[config.mk]
export PLATFORM = sky130hd
export DESIGN_NAME = mr_fetch_unit
export DESIGN_NICKNAME = d
export VERILOG_FILES = /design/src/rtl/mr_fetch_pkg.sv /design/src/rtl/mr_fetch_queue.sv /design/src/rtl/mr_fetch_unit.sv
export SDC_FILE = /design/constraint.sdc
export NUM_CORES = 1
export LEC_CHECK = 0
export BUFFER_PORTS_ARGS = -buffer_cell sky130_fd_sc_hd__buf_4
export CORE_ASPECT_RATIO = 0.7
export CORE_MARGIN = 2
export CORE_UTILIZATION = 47
export DETAILED_ROUTE_END_ITERATION = 8
export GPL_TIMING_DRIVEN = 0
export PLACE_DENSITY = 0.77
export SYNTH_ARGS = -nofsm -noshare
export SYNTH_HDL_FRONTEND = slang
export SYNTH_SLANG_ARGS = --single-unit
[constraint.sdc]
create_clock -name CLK -period 2.75 [get_ports CLK]
set_input_delay 0.275 -clock CLK [delete_from_list [all_inputs] [get_ports CLK]]
set_output_delay 0.275 -clock CLK [all_outputs]
set_load 0.005 [all_outputs]
[src/rtl/mr_fetch_pkg.sv]
// Shared types and constants for the mr_fetch_unit instruction fetch stage.
// MR_FETCH_PREFETCH_EN selects a two-entry prefetch queue instead of one.
package mr_fetch_pkg;

   localparam int MR_FETCH_WIDTH = 16;

`ifdef MR_FETCH_PREFETCH_EN
   localparam int MR_FETCH_QDEPTH = 2;
`else
   localparam int MR_FETCH_QDEPTH = 1;
`endif

   // Queue occupancy is held in a 2-bit counter
   localparam logic [1:0] MR_FETCH_QCNT = 2'(MR_FETCH_QDEPTH);

   typedef enum logic [1:0] {
      S_IDLE,
      S_REQ,
      S_DROP,
      S_FULL
   } state_e;

endpackage

[src/rtl/mr_fetch_queue.sv]
// One- or two-entry FIFO of {pc, instr} pairs between fetch and decode.
// Flush empties the queue and overrides a push in the same cycle.
module mr_fetch_queue
   import mr_fetch_pkg::*;
#(
   parameter int W = MR_FETCH_WIDTH
) (
   input  logic         clk,
   input  logic         rst,
   input  logic         push,
   input  logic         pop,
   input  logic         flush,
   input  logic [W-1:0] push_pc,
   input  logic [W-1:0] push_instr,
   output logic [W-1:0] head_pc,
   output logic [W-1:0] head_instr,
   output logic         full,
   output logic         empty
);

   localparam int D = MR_FETCH_QDEPTH;

   logic [W-1:0] pc_q    [D];
   logic [W-1:0] pc_d    [D];
   logic [W-1:0] instr_q [D];
   logic [W-1:0] instr_d [D];
   logic [1:0]   cnt_q;
   logic [1:0]   cnt_d;

   assign empty      = (cnt_q == 2'd0);
   assign full       = (cnt_q == MR_FETCH_QCNT);
   assign head_pc    = pc_q[0];
   assign head_instr = instr_q[0];

   always_comb begin
      pc_d    = pc_q;
      instr_d = instr_q;
      cnt_d   = cnt_q;
      if (flush) begin
         cnt_d = 2'd0;
      end else begin
         // Entry 0 is always the head; a pop shifts the tail forward
         if (pop && !empty) begin
            pc_d[0]    = pc_q[D-1];
            instr_d[0] = instr_q[D-1];
            cnt_d      = cnt_q - 2'd1;
         end
         if (push && (cnt_d != MR_FETCH_QCNT)) begin
            for (int i = 0; i < D; i++) begin
               if (2'(i) == cnt_d) begin
                  pc_d[i]    = push_pc;
                  instr_d[i] = push_instr;
               end
            end
            cnt_d = cnt_d + 2'd1;
         end
      end
   end

   always_ff @(posedge clk or posedge rst) begin
      if (rst) begin
         cnt_q <= 2'd0;
         for (int i = 0; i < D; i++) begin
            pc_q[i]    <= '0;
            instr_q[i] <= '0;
         end
      end else begin
         cnt_q   <= cnt_d;
         pc_q    <= pc_d;
         instr_q <= instr_d;
      end
   end

endmodule

[src/rtl/mr_fetch_unit.sv]
// Instruction fetch stage: memory request FSM, PC control and decode queue.
// Define MR_FETCH_PREFETCH_EN for a two-entry queue that keeps fetching.
module mr_fetch_unit
   import mr_fetch_pkg::*;
#(
   parameter int WIDTH = MR_FETCH_WIDTH
) (
   input  logic             CLK,
   input  logic             RST,
   input  logic [WIDTH-1:0] PC,
   output logic             ST,
   output logic [WIDTH-1:0] ADDR,
   output logic             ENA,
   output logic             MEM_REQ,
   output logic [WIDTH-1:0] MEM_ADDR,
   input  logic             MEM_ACK,
   input  logic [WIDTH-1:0] MEM_DATA,
   output logic [WIDTH-1:0] IR,
   output logic [WIDTH-1:0] IR_PC,
   output logic             IR_VALID,
   input  logic             IR_READY,
   input  logic             BR_TAKEN,
   input  logic [WIDTH-1:0] BR_TARGET
);

   state_e           state_q;
   state_e           state_d;
   logic [WIDTH-1:0] mem_addr_q;
   logic [WIDTH-1:0] mem_addr_d;
   logic             redir;
   logic             accept;
   logic             full_nx;
   logic             q_pop;
   logic             q_full;
   logic             q_empty;

   assign redir = BR_TAKEN & ~RST;
   assign q_pop = ~q_empty & IR_READY & ~redir;

   always_comb begin
      state_d    = state_q;
      mem_addr_d = mem_addr_q;
      accept     = 1'b0;
      // Occupancy after an accept; S_REQ never sees a full queue
      full_nx    = q_empty ? (MR_FETCH_QCNT == 2'd1) : ~q_pop;
      unique case (state_q)
         S_IDLE: begin
            state_d    = S_REQ;
            mem_addr_d = redir ? BR_TARGET : PC;
         end
         S_REQ: begin
            if (redir) begin
               if (MEM_ACK) begin
                  mem_addr_d = BR_TARGET;
               end else begin
                  state_d = S_DROP;
               end
            end else if (MEM_ACK) begin
               accept = 1'b1;
               if (full_nx) begin
                  state_d = S_FULL;
               end else begin
                  mem_addr_d = PC + WIDTH'(1);
               end
            end
         end
         S_DROP: begin
            // Address stays put until the stale read completes
            if (MEM_ACK) begin
               state_d    = S_REQ;
               mem_addr_d = redir ? BR_TARGET : PC;
            end
         end
         S_FULL: begin
            if (redir) begin
               state_d    = S_REQ;
               mem_addr_d = BR_TARGET;
            end else if (q_pop || !q_full) begin
               state_d    = S_REQ;
               mem_addr_d = PC;
            end
         end
         default: begin
            state_d = S_IDLE;
         end
      endcase
   end

   always_ff @(posedge CLK or posedge RST) begin
      if (RST) begin
         state_q    <= S_IDLE;
         mem_addr_q <= '0;
      end else begin
         state_q    <= state_d;
         mem_addr_q <= mem_addr_d;
      end
   end

   assign ST       = redir;
   assign ENA      = redir | accept;
   assign ADDR     = redir ? BR_TARGET : '0;
   assign MEM_REQ  = (state_q == S_REQ) | (state_q == S_DROP);
   assign MEM_ADDR = mem_addr_q;
   assign IR_VALID = ~q_empty;

   mr_fetch_queue #(
      .W(WIDTH)
   ) u_queue (
      .clk        (CLK),
      .rst        (RST),
      .push       (accept),
      .pop        (q_pop),
      .flush      (redir),
      .push_pc    (mem_addr_q),
      .push_instr (MEM_DATA),
      .head_pc    (IR_PC),
      .head_instr (IR),
      .full       (q_full),
      .empty      (q_empty)
   );

endmodule

# ---- After elaboration in Yosys (flattened, before gate mapping)
# Cells that the tools add are included.
dict set report totals {
  regBits 52
  inputBits 53
  output_inout_bits 68
  word_cells 66
}
dict set report op_classes {
  n_mux 26
  bitwise 9
  add_sub_neg 3
  eq_ne 12
  n_reduce_logical 11
}
# operator count
set op_table {}
lappend op_table {{two-way mux 16 bit} 9}
lappend op_table {{case mux 16 bit (4 select lines)} 1}
lappend op_table {{two-way mux 2 bit} 11}
lappend op_table {{adder 16 x 1 -> 16 bit, second input constant} 1}
lappend op_table {{!= test 3 bit, second input constant} 5}
lappend op_table {{case mux 2 bit (4 select lines)} 1}
lappend op_table {{zero test 2 bit} 3}
lappend op_table {{AND reduction 5 bit} 1}
lappend op_table {{equality test 2 x 1 -> 1 bit, second input constant} 2}
lappend op_table {{equality test 2 bit, second input constant} 2}
lappend op_table {{two-way mux 1 bit} 4}
lappend op_table {{!= test 2 bit, second input constant} 2}
lappend op_table {{NOT 1 bit} 4}
lappend op_table {{AND reduction 4 bit} 1}
lappend op_table {{bitwise AND 1 bit} 3}
lappend op_table {{AND reduction 3 bit} 1}
lappend op_table {{adder 2 x 1 -> 2 bit, second input constant} 1}
lappend op_table {{logical AND 1 bit} 2}
lappend op_table {{zero test 1 bit} 2}
lappend op_table {{!= test 2 x 1 -> 1 bit, second input constant} 1}
lappend op_table {{OR 1 bit} 2}
lappend op_table {{subtractor 2 x 1 -> 2 bit, second input constant} 1}
lappend op_table {{logical OR 1 bit} 1}

# ---- Depth between registers and ports, before layout
# Gate-level depths: netlist (run 1).
dict set report logic_depth {
  depth_word 11
  depth_mapped 12
}

# ---- Cells and area by module
# Synthesis (run 1) repeated with hierarchy kept, for this count alone.
dict set report unflattened {
  hier_cells 256
  area_unflattened_um2 2876.5
}
# module n_inst cells_each area_each_um2
set by_module_without_submodules {}
lappend by_module_without_submodules {mr_fetch_unit 1 169 1475.2}
lappend by_module_without_submodules {mr_fetch_queue 1 87 1401.3}

# ---- Worst setup path before layout (run 1)
# Ideal clock, no wire load.
dict set report synth_timing {
  path_type {reg2reg}
  from {register u_queue.cnt_q[0]}
  to {register u_queue.instr_q, in the netlist u_queue.head_instr[10]}
  arrival_ns 2.043
  stages_incl_launch_ff 12
  synth_period_minus_slack_ns 2.170
  setup_ns 0.128
  path_slack_ns 0.580
  required_time_ns 2.622
  cell_sequence {dfrtp_1 inv_1 ha_1 inv_1 nand3_1 xnor2_1 inv_1 ha_1 nor2_4 nand3_4 buf_2 mux2_1}
}
dict set report synth_between {
  elab_chain_len 10
  elab_cells_between_ends 13
}
# item line
set synth_lines {}
lappend synth_lines {{from (decl)} mr_fetch_queue.sv:27} ;# logic [1:0] cnt_q;
lappend synth_lines {{from (signal assigned)} mr_fetch_queue.sv:68} ;# cnt_q <= cnt_d;
lappend synth_lines {{zero test 2 bit (*)} mr_fetch_queue.sv:30} ;# assign empty = (cnt_q == 2'd0);
lappend synth_lines {{NOT 1 bit (*)} -}
lappend synth_lines {{via IR_VALID} mr_fetch_unit.sv:20} ;# output logic IR_VALID,
lappend synth_lines {{bitwise AND 1 bit (*) (2 in a row)} mr_fetch_unit.sv:38} ;# assign q_pop = ~q_empty & IR_READY & ~redir;
lappend synth_lines {{logical AND 1 bit (*)} mr_fetch_queue.sv:43} ;# if (pop && !empty) begin
lappend synth_lines {{two-way mux 2 bit (*)} mr_fetch_queue.sv:43}
lappend synth_lines {{two-way mux 2 bit (*)} mr_fetch_queue.sv:39} ;# if (flush) begin
lappend synth_lines {{!= test 2 x 1 -> 1 bit} mr_fetch_queue.sv:48} ;# if (push && (cnt_d != MR_FETCH_QCNT)) begin
lappend synth_lines {{logical AND 1 bit} mr_fetch_queue.sv:48}
lappend synth_lines {{AND reduction 3 bit (no source line) (*)} -}
lappend synth_lines {{to (signal assigned)} mr_fetch_queue.sv:70} ;# instr_q <= instr_d;
lappend synth_lines {{to (decl)} mr_fetch_queue.sv:25} ;# logic [W-1:0] instr_q [D];
# The timed path passes the listed nets; every way through them passes the cells marked *. The select of a mux whose other input is x is not followed.
# A chain may end at the register's enable or synchronous reset.

# ---- Final worst setup path (run 1)
dict set report layout_timing {
  from {input RST}
  to {register u_queue.pc_q, in the netlist u_queue.head_pc[8]}
}
dict set report layout_between {
  elab_chain_len 10
  elab_cells_between_ends 13
}
# item line
set layout_lines {}
lappend layout_lines {{from (decl)} mr_fetch_unit.sv:9} ;# input logic RST,
lappend layout_lines {{NOT 1 bit (*)} mr_fetch_unit.sv:37} ;# assign redir = BR_TAKEN & ~RST;
lappend layout_lines {{bitwise AND 1 bit (*)} mr_fetch_unit.sv:37}
lappend layout_lines {{NOT 1 bit (no source line)} -}
lappend layout_lines {{bitwise AND 1 bit} mr_fetch_unit.sv:38}
lappend layout_lines {{logical AND 1 bit} mr_fetch_queue.sv:43}
lappend layout_lines {{two-way mux 2 bit} mr_fetch_queue.sv:43}
lappend layout_lines {{two-way mux 2 bit} mr_fetch_queue.sv:39}
lappend layout_lines {{!= test 2 x 1 -> 1 bit} mr_fetch_queue.sv:48}
lappend layout_lines {{logical AND 1 bit} mr_fetch_queue.sv:48}
lappend layout_lines {{AND reduction 3 bit (no source line) (*)} -}
lappend layout_lines {{to (signal assigned)} mr_fetch_queue.sv:69} ;# pc_q <= pc_d;
lappend layout_lines {{to (decl)} mr_fetch_queue.sv:23} ;# logic [W-1:0] pc_q [D];
# Mark *: on every way between the ends. The rest lies on a longest branch, timed or not. The select of a mux whose other input is x is not followed.

==> results of run 1 <==
## per-layer routing
metal | track usage | routed length (microns) | part of all wire
met4 | 0.0321 | 34 | 0.0050
met1 | 0.277 | 3050 | 0.45
met3 | 0.0562 | 628 | 0.092
met2 | 0.357 | 3080 | 0.45
met5 | 0 | 0 | 0
## power by group
group	internal (mW)	switching (mW)	leakage, nW	total, mW
clock	0.181	0.271	0.0445	0.453
combinational	0.972	0.709	1.24	1.68
sequential	1.14	0.225	0.631	1.36
total	2.29	1.21	1.92	3.50
## per-stage QoR
stage	setup WS (ns)	area (sq um)	std cells	utilization
finish	0.169	3860	456	0.677
CTS	0.157	3860	456	0.677
floorplan	0.580	2750	252	-
global placement	0.435	3740	446	0.656
global route	0.0423	3860	456	0.677
detailed placement	0.359	3760	447	0.659
## worst max-delay path by stage
stage | start | endpoint | slack, ns | cells after the start
6_report | RST | u_queue.head_pc[8] | 0.17 | 12
3_3_place_gp | u_queue.cnt_q[0] | u_queue.head_instr[10] | 0.44 | 11
4_1_cts | RST | u_queue.head_pc[8] | 0.16 | 12
3_5_place_dp | u_queue.cnt_q[0] | u_queue.head_instr[10] | 0.36 | 11
2_1_floorplan | u_queue.cnt_q[0] | u_queue.head_instr[10] | 0.58 | 11
5_1_grt | RST | u_queue.head_instr[10] | 0.04 | 12
## final cells by class
class | instances | area, sq um
Tap cell | 75 | 93.8
Clock inverter | 3 | 21.3
Buffer | 16 | 101
Fill cell | 451 | 1840
Multi-Input combinational cell | 174 | 1310
Sequential cell | 52 | 1300
Timing Repair Buffer | 121 | 923
Inverter | 10 | 37.5
Clock buffer | 5 | 68.8
## repair_timing
action,in CTS,in global routing
endpoints found under the setup margin,0,0
hold buffers,1,0
hold endpoints to repair,11,0
## sequential cells by signal, summed over array words and instances (netlist names)
signal	flops
u_queue.head_pc	16
u_queue.cnt_q	2
u_queue.head_instr	16
MEM_ADDR	16
state_q	2
## cell families (layout without fill, tap and decap cells)
kind of cell / Yosys count / count (layout) / share of synthesized area
muxes: 40 / 40 / 0.161
adders and majority gates: 8 / 8 / 0.0364
xor gates and xnor gates: 15 / 15 / 0.0478
DFF: 52 / 52 / 0.473
buffers and inverters: 26 / 155 / 0.0505
AOI/OAI and AO/OA: 32 / 32 / 0.0701
and+or+nand+nor: 79 / 79 / 0.162
## layout by cell type, fill, tap and decap left out, types with 9 or more instances in the layout
cell / count
xnor2_1: 12
mux2_2: 31
nand3_1: 9
nand2_1: 23
nor2_1: 9
o21ai_0: 14
buf_2: 9
buf_4: 125
and2_1: 17
dfrtp_1: 52
## critical path, delay by kind of cell
family / cells / cell delay (ns)
compound gates: 1 / 0.24
fa+ha+maj: 1 / 0.25
buf+inv: 5 / 1.26
mux: 1 / 0.38
simple gates: 4 / 0.39
==> impl_results.md, run 1 <==
- Status: finished clean
- Fin crit share: 0.938
- Detailed router's first-iteration violation count: 64
- Most frequent CP cell: buf_4
- Grt ovf: 0
- FFs w/ async S/R, synth: 1.00
- Vias in the first global route: approximately 2100
- Post-synth top cells: dfrtp_1, mux2_2, nand2_1
- Crit-path max FO: 10
- Residual DRC: 0
- Vias post-DR: 2318
- First-pass GRT wire length: just over 10000 microns
- Seq/Total Area, Yosys: 0.473
- Critical path's slowest cell: dlygate4sd3_1
- Initial antenna violation count: 0
- Yosys top cell by area: dfrtp_1
- Post-layout net count: around 440
- GPL Wtd Cong: around 0.81
- R2R depth: 11
- CP Class: input port to register
- Fmax: 387 MHz
- Synth warn: 0
- # resized after CTS: 0
- Die H: 68 microns
- Gr usage total: 0.209
- Inserted Clock Buffers: 5
- Post-synth EDFFs: 0
- Worst vdd ir: 0.316 mV
- Worst Clk Skew: 0.0119 ns
- Root cell of the clock tree: clkbuf_8
- Min Tclk post-route: 2.58 ns
- Final Hold Viols: 0
- Pin count of the biggest net entering global routing: 42
- HP Start: MEM_DATA[15]
- WP data required: 2.94 ns
- Setup TNS: 0 ns
- Hold WS: 0.190 ns
- Clock buffer depth: 2
- Fraction of layout cells with a size suffix above 1: 0.478
- Mapped Cells: between 200 and 300
- Post-synthesis register bit count: 52
- Wire per inst: 14.9 microns
- Via density: 5.08
- Initial core utilization: 0.483
- Post-synthesis cell area: 2750 sq um
- Clk_lat worst skew: 0.31 ns
- Initial DRT Pass Iterations: 4
- Die X: 95.4 microns
- Top-count cell post-synth: dfrtp_1
- Top cell type's share of synthesized area: 0.473
- Worst-Margin Slew: 0.429 ns
- Slowest stage delay, CP: 0.53 ns
- HP Class: input port to register
- Sequence of cells on the critical path: dlygate4sd3_1, buf_4, nand2b_1, buf_4, inv_2, nor3_1, a21oi_1, ha_1, nor2_4, nand3_4, buf_2, mux2_2
- Max-slew headroom: 0.712
- Io pins: between 100 and 150
- Maxcap violations: 0
- Critical path data arrival time: 2.77 ns
- H-tree depth: 2
- Core ar.: 5700 sq um
- Area grow syn2layout: 40.3%
- RSZ-0062 raised after global routing: no
- Ys flop type: dfrtp_1
- Ant diodes: 0
- Power Total: approximately 3.5 mW
- CTS tree: done
- WL final: 6790 microns
- Worst flop-to-flop path startpoint: u_queue.cnt_q[0]
- # port buffers: 119
- Hold path cells: 2
- Leakage: 1.92 nW
- FF-to-FF End: u_queue.head_instr[10]
- Top post-synthesis cells by area: dfrtp_1, mux2_2, and2_1
- Post-synth cell types: 36
- Setup bufs post-CTS: 0
- Antenna-violating nets left: 0
- Hpwl dp: 5310 microns
- CP Launch Type: input port
- Clock slew at reported path FFs: between 0.1 and 0.15 ns
- Mapped Nets: 313
- Final setup violating endpoints: 0
- Die footprint: 6490 sq um
- Num rows: 23
- Clk sinks: 52
- Slew Viols, Final: 0
- Mean post-synth cell area: 10.9 sq um
- Worst reg2reg setup slack: 0.37 ns
- CP endpoint kind: register
- Pwr dens: 906 nW/um^2
- Hold EP: u_queue.head_instr[15]
No activity file was read; power rests on OpenSTA's default activity.
==> run 2, diff against run 1 <==
- clock period: 2.75 -> 2.39 ns (I/O delays scaled with it)
==> impl_results.md, run 2 (synthesis results as in run 1) <==
- Fin crit share: 0.953
- Clock slew at reported path FFs: 0.11 ns (about the same)
- Fmax: 439 MHz
- Hold path cells: 2 (unchanged)
- HP Class: input port to register (unchanged)
- Pwr dens: 1050 nW/um^2 (was 906 nW/um^2)
- Status: finished clean (unchanged)
- H-tree depth: 2 (unchanged)
- Worst flop-to-flop path startpoint: u_queue.cnt_q[0] (unchanged)
- Vias post-DR: 2340 (was 2318)
- Gr usage total: 0.210 (was 0.209)
- Most frequent cells in the layout: buf_4, dfrtp_1, mux2_2, nand2_1, and2_1 (unchanged)
- Clk_lat worst skew: 0.31 ns (about the same)
- GPL Wtd Cong: 0.810 (unchanged)
- Hpwl dp: 5310 microns (unchanged)
- CP endpoint kind: register (unchanged)
- Io pins: 121 (unchanged)
- Num rows: 23 (unchanged)
- Fraction of layout cells with a size suffix above 1: 0.492 (was 0.478)
- Final Hold Viols: 0 (unchanged)
- Die H: 68 microns (unchanged)
- Pre-CTS WS: -0.000669 ns (was 0.359 ns)
- Final setup violating endpoints: 0 (unchanged)
- Wire per inst: 15.0 microns (was 14.9 microns)
- Critical path data arrival time: 2.47 ns (was 2.77 ns)
- Final worst setup slack: 0.113 ns (was 0.169 ns)
- Maxcap violations: 0 (unchanged)
- Worst vdd ir: 0.365 mV (was 0.316 mV)
- Root cell of the clock tree: clkbuf_8 (unchanged)
- Core ar.: 5700 sq um (unchanged)
- FF-to-FF End: u_queue.head_instr[10] (unchanged)
- Die footprint: 6490 sq um (unchanged)
- Area grow syn2layout: 42.1% (was 40.3%)
- Initial antenna violation count: 0 (unchanged)
- Most common cell after layout, fill and taps aside: buf_4 (unchanged)
- Inserted Clock Buffers: 5 (unchanged)
- CP Launch Type: register (was input port)
- CTS tree: done (unchanged)
- HP Start: MEM_DATA[15] (unchanged)
- Grt ovf: 0 (unchanged)
- Crit-path max FO: 10 (unchanged)
- Slew Viols, Final: 0 (unchanged)
- Vias in the first global route: 2154 (was 2144)
- R2R depth: 11 (unchanged)
- CP Class: register to register (was input port to register)
- Initial DRT Pass Iterations: 4 (unchanged)
- WL final: 6880 microns (was 6790 microns)
- Detailed router's first-iteration violation count: 48 (was 64)
- First-pass GRT wire length: 10400 microns (was 10300 microns)
- Clock buffer depth: 2 (unchanged)
- Worst-Margin Slew: 0.455 ns (was 0.429 ns)
- Antenna-violating nets left: 0 (unchanged)
- WP data required: 2.58 ns (was 2.94 ns)
- Worst Clk Skew: 0.00952 ns (was 0.0119 ns)
- Max-slew headroom: 0.694 (was 0.712)
- Die X: 95.4 microns (unchanged)
- Clk sinks: 52 (unchanged)
- Hold EP: u_queue.head_instr[15] (unchanged)
- Post-layout net count: 444 (was 441)
- Pin count of the biggest net entering global routing: 42 (unchanged)
- Via density: 5.10 (was 5.08)
- Initial core utilization: 0.483 (unchanged)
- Ant diodes: 0 (unchanged)
- Residual DRC: 0 (unchanged)
- Min Tclk post-route: 2.28 ns
- # port buffers: 119 (unchanged)
- Worst reg2reg setup slack: 0.11 ns (was 0.37 ns)
- Leakage: 1.95 nW (was 1.92 nW)
- Setup TNS: 0 ns (unchanged)
==> run 2: worst max-delay path: stages (launching register included) <==
cell and delay, ns:
dfrtp_1 0.36, inv_1 0.08, ha_1 0.21, inv_1 0.09
nand3_2 0.11, xnor2_2 0.22, inv_1 0.07, ha_1 0.22
nor2_4 0.14, nand3_4 0.14, buf_4 0.21, mux2_1 0.32
==> run 2: metrics by stage <==
stage          std cells  utilization  power, mW  cell area [sq um]  hold slack (ns)
6_report             459        0.686       4.10               3910            0.153
5_1_grt              459        0.686       4.41               3910            0.144
4_1_cts              456        0.677       4.06               3860            0.154
3_5_place_dp         447        0.659       3.54               3760            0.214
3_3_place_gp         446        0.656       3.47               3740            0.457
2_1_floorplan        252            -       2.54               2750            0.371
==> run 2: power by group <==
group	switching, mW	total, mW	internal (mW)
sequential	0.260	1.57	1.31
combinational	0.838	2.01	1.17
clock	0.316	0.525	0.209
==> run 2: how the worst max path moves through the flow <==
stage / startpoint / to / slack, ns / cells after the start
after detailed placement: u_queue.cnt_q[0] / u_queue.head_instr[10] / -0.0007 / 11
after global routing: u_queue.cnt_q[0] / u_queue.head_instr[10] / -0.04 / 11
after global placement: u_queue.cnt_q[0] / u_queue.head_instr[10] / 0.08 / 11
final: u_queue.cnt_q[0] / u_queue.head_instr[10] / 0.11 / 11
after floorplan: u_queue.cnt_q[0] / u_queue.head_instr[10] / 0.22 / 11
after CTS: u_queue.cnt_q[0] / u_queue.head_instr[10] / -0.006 / 11
==> run 2: per-layer routing <==
layer | global-route usage | share of wire
met1 | 0.277 | 0.46
met5 | 0 | 0
met4 | 0.0321 | 0.0064
met3 | 0.0562 | 0.084
met2 | 0.359 | 0.45
==> run 2: repair_timing <==
action / CTS / global route
hold endpoints to repair: 11 / 0
pin swaps: 0 / 2
hold buffers: 1 / 0
setup endpoints to repair: 1 / 29
buffers inserted: 0 / 3
gates resized for setup: 0 / 9
==> run 2: layout make-up <==
cell class              count  area [sq um]
fillers                   446          1790
multi-input cells         174          1330
flip-flops and latches     52          1300
repair buffers            124           946
plain buffers              16           109
well taps                  75          93.8
clock buffers               5          68.8
inverters                  10          37.5
clock inverters             3          21.3
==> run 3, diff against run 2 <==
- MAX_ROUTING_LAYER: not set -> met4
==> impl_results.md, run 3 (synthesis results as in run 1) <==
- Most frequent CP cell: inv_1 (unchanged)
- Worst-Margin Slew: 0.449 ns (was 0.455 ns)
- Sequence of cells on the critical path: inv_1, ha_1, inv_1, nand3_2, xnor2_2, inv_1, ha_1, nor2_4, nand3_4, buf_4, mux2_1 (unchanged)
- Hold path cells: 2 (unchanged)
- Final Hold Viols: 0 (unchanged)
- Core ar.: 5700 sq um (unchanged)
- CP Class: register to register (unchanged)
- WL final: 6860 microns (was 6880 microns)
- Status: finished clean (unchanged)
- Gr usage total: 0.215 (was 0.210)
- HP Start: MEM_DATA[10] (was MEM_DATA[15])
- Min Tclk post-route: 2.28 ns (about the same)
- Critical path's slowest cell: dfrtp_1 (unchanged)
- Fin cells: 459 (unchanged)
- Fmax: 440 MHz (was 439 MHz)
- # port buffers: 119 (unchanged)
- Root cell of the clock tree: clkbuf_8 (unchanged)
- Grt ovf: 0 (unchanged)
- Critical path data arrival time: 2.47 ns (about the same)
- Worst vdd ir: 0.364 mV (was 0.365 mV)
- Wire per inst: 14.9 microns (was 15.0 microns)
- Hold EP: u_queue.head_instr[10] (was u_queue.head_instr[15])
- Slowest stage delay, CP: 0.36 ns (about the same)
- CP endpoint kind: register (unchanged)
- Vias post-DR: 2342 (was 2340)
- Die H: 68 microns (unchanged)
- Post-layout net count: 444 (unchanged)
- CTS tree: done (unchanged)
- Power Total: 4.10 mW (about the same)
- Pwr dens: 1050 nW/um^2 (about the same)
- Most common cell after layout, fill and taps aside: buf_4 (unchanged)
- Clock slew at reported path FFs: 0.10 ns (was 0.11 ns)
- Max-slew headroom: 0.698 (was 0.694)
- Die footprint: 6490 sq um (unchanged)
- HP Class: input port to register (unchanged)
- GPL Wtd Cong: 0.822 (was 0.810)
- Antenna-violating nets left: 0 (unchanged)
- Vias in the first global route: 2156 (was 2154)
- Buf/Inv on CP: 4 (unchanged)
- Hpwl dp: 5310 microns (unchanged)
- FF-to-FF End: u_queue.head_instr[10] (unchanged)
- Crit. Startpoint: u_queue.cnt_q[0] (unchanged)
- Io pins: 121 (unchanged)
- Initial core utilization: 0.483 (unchanged)
- First-pass GRT wire length: 10300 microns (was 10400 microns)
- Slew Viols, Final: 0 (unchanged)
- Num rows: 23 (unchanged)
- R2R depth: 11 (unchanged)
- Inserted Clock Buffers: 5 (unchanged)
- Die X: 95.4 microns (unchanged)
- Clock buffer depth: 2 (unchanged)
- Crit-path max FO: 10 (unchanged)
- Detailed router's first-iteration violation count: 63 (was 48)
- Worst flop-to-flop path startpoint: u_queue.cnt_q[0] (unchanged)
- Ant diodes: 0 (unchanged)
- Maxcap violations: 0 (unchanged)
- Clk_lat worst skew: 0.31 ns (about the same)
- Via density: 5.10 (about the same)
- Final Util: 0.686 (unchanged)
- Initial antenna violation count: 0 (unchanged)
- Setup TNS: 0 ns (unchanged)
- Pin count of the biggest net entering global routing: 42 (unchanged)
- Clk sinks: 52 (unchanged)
- Most frequent cells in the layout: buf_4, dfrtp_1, mux2_2, nand2_1, and2_1 (unchanged)
- Worst reg2reg setup slack: 0.11 ns (about the same)
- Initial DRT Pass Iterations: 4 (unchanged)
- Worst Clk Skew: 0.00985 ns (was 0.00952 ns)
- Crit path max-delay family: buffers and inverters (unchanged)
- WP data required: 2.58 ns (about the same)
- H-tree depth: 2 (unchanged)
- Area grow syn2layout: 42.1% (unchanged)
- Fin crit share: 0.952 (was 0.953)
- Post-placement cell count: 447 (unchanged)
- Fraction of layout cells with a size suffix above 1: 0.492 (unchanged)
- Leakage: 1.95 nW (unchanged)
- CP Launch Type: register (unchanged)
- Residual DRC: 0 (unchanged)
- Final setup violating endpoints: 0 (unchanged)
[run 3: cell counts in the layout (fill, tap and decap cells not counted)]
No cell type changed its count.
[run 3: timing repair]
action / CTS / global route
setup buffers: 0 / 3
gates resized for setup: 0 / 9
endpoints found under the setup margin: 1 / 29
hold buffers: 1 / 0
pin swaps: 0 / 2
endpoints found under the hold margin: 11 / 0
[run 3: worst max-delay path by stage]
stage | end | slack, ns | cells after the start
after floorplan | u_queue.head_instr[10] | 0.22 | 11
after global placement | u_queue.head_instr[10] | 0.08 | 11
after detailed placement | u_queue.head_instr[10] | -0.0007 | 11
after CTS | u_queue.head_instr[10] | -0.006 | 11
after global routing | u_queue.head_instr[10] | -0.04 | 11
final | u_queue.head_instr[10] | 0.11 | 11
[run 3: per-stage QoR]
step / area (sq um) / setup WS (ns) / hold WS (ns)
3_3_place_gp: 3740 / 0.0752 / 0.457
2_1_floorplan: 2750 / 0.220 / 0.371
5_1_grt: 3910 / -0.0383 / 0.148
6_report: 3910 / 0.115 / 0.156
3_5_place_dp: 3760 / -0.000669 / 0.214
4_1_cts: 3860 / -0.00619 / 0.154
[run 3: where the power goes]
group          internal (mW)  switching, mW  total (mW)  leakage [nW]
combinational           1.17          0.838        2.01          1.27
clock                  0.209          0.311       0.519        0.0445
sequential              1.31          0.261        1.57         0.631
total                   2.69           1.41        4.10          1.95
[run 3: layer usage]
metal	vias up	wire [microns]	GRT usage
met5	-	0	-
met4	0	34	0.0375
met3	4	600	0.0452
met2	93	3100	0.360
met1	1114	3120	0.279
li1	1131	-	-
[run 3: cell type report]
| type | instances | area, sq um |
|---|---|---|
| Tap cell | 75 | 93.8 |
| Fill cell | 446 | 1790 |
| Sequential cell | 52 | 1300 |
| Clock inverter | 3 | 21.3 |
| Timing Repair Buffer | 124 | 946 |
| Multi-Input combinational cell | 174 | 1330 |
| Inverter | 10 | 37.5 |
| Clock buffer | 5 | 68.8 |
| Buffer | 16 | 109 |
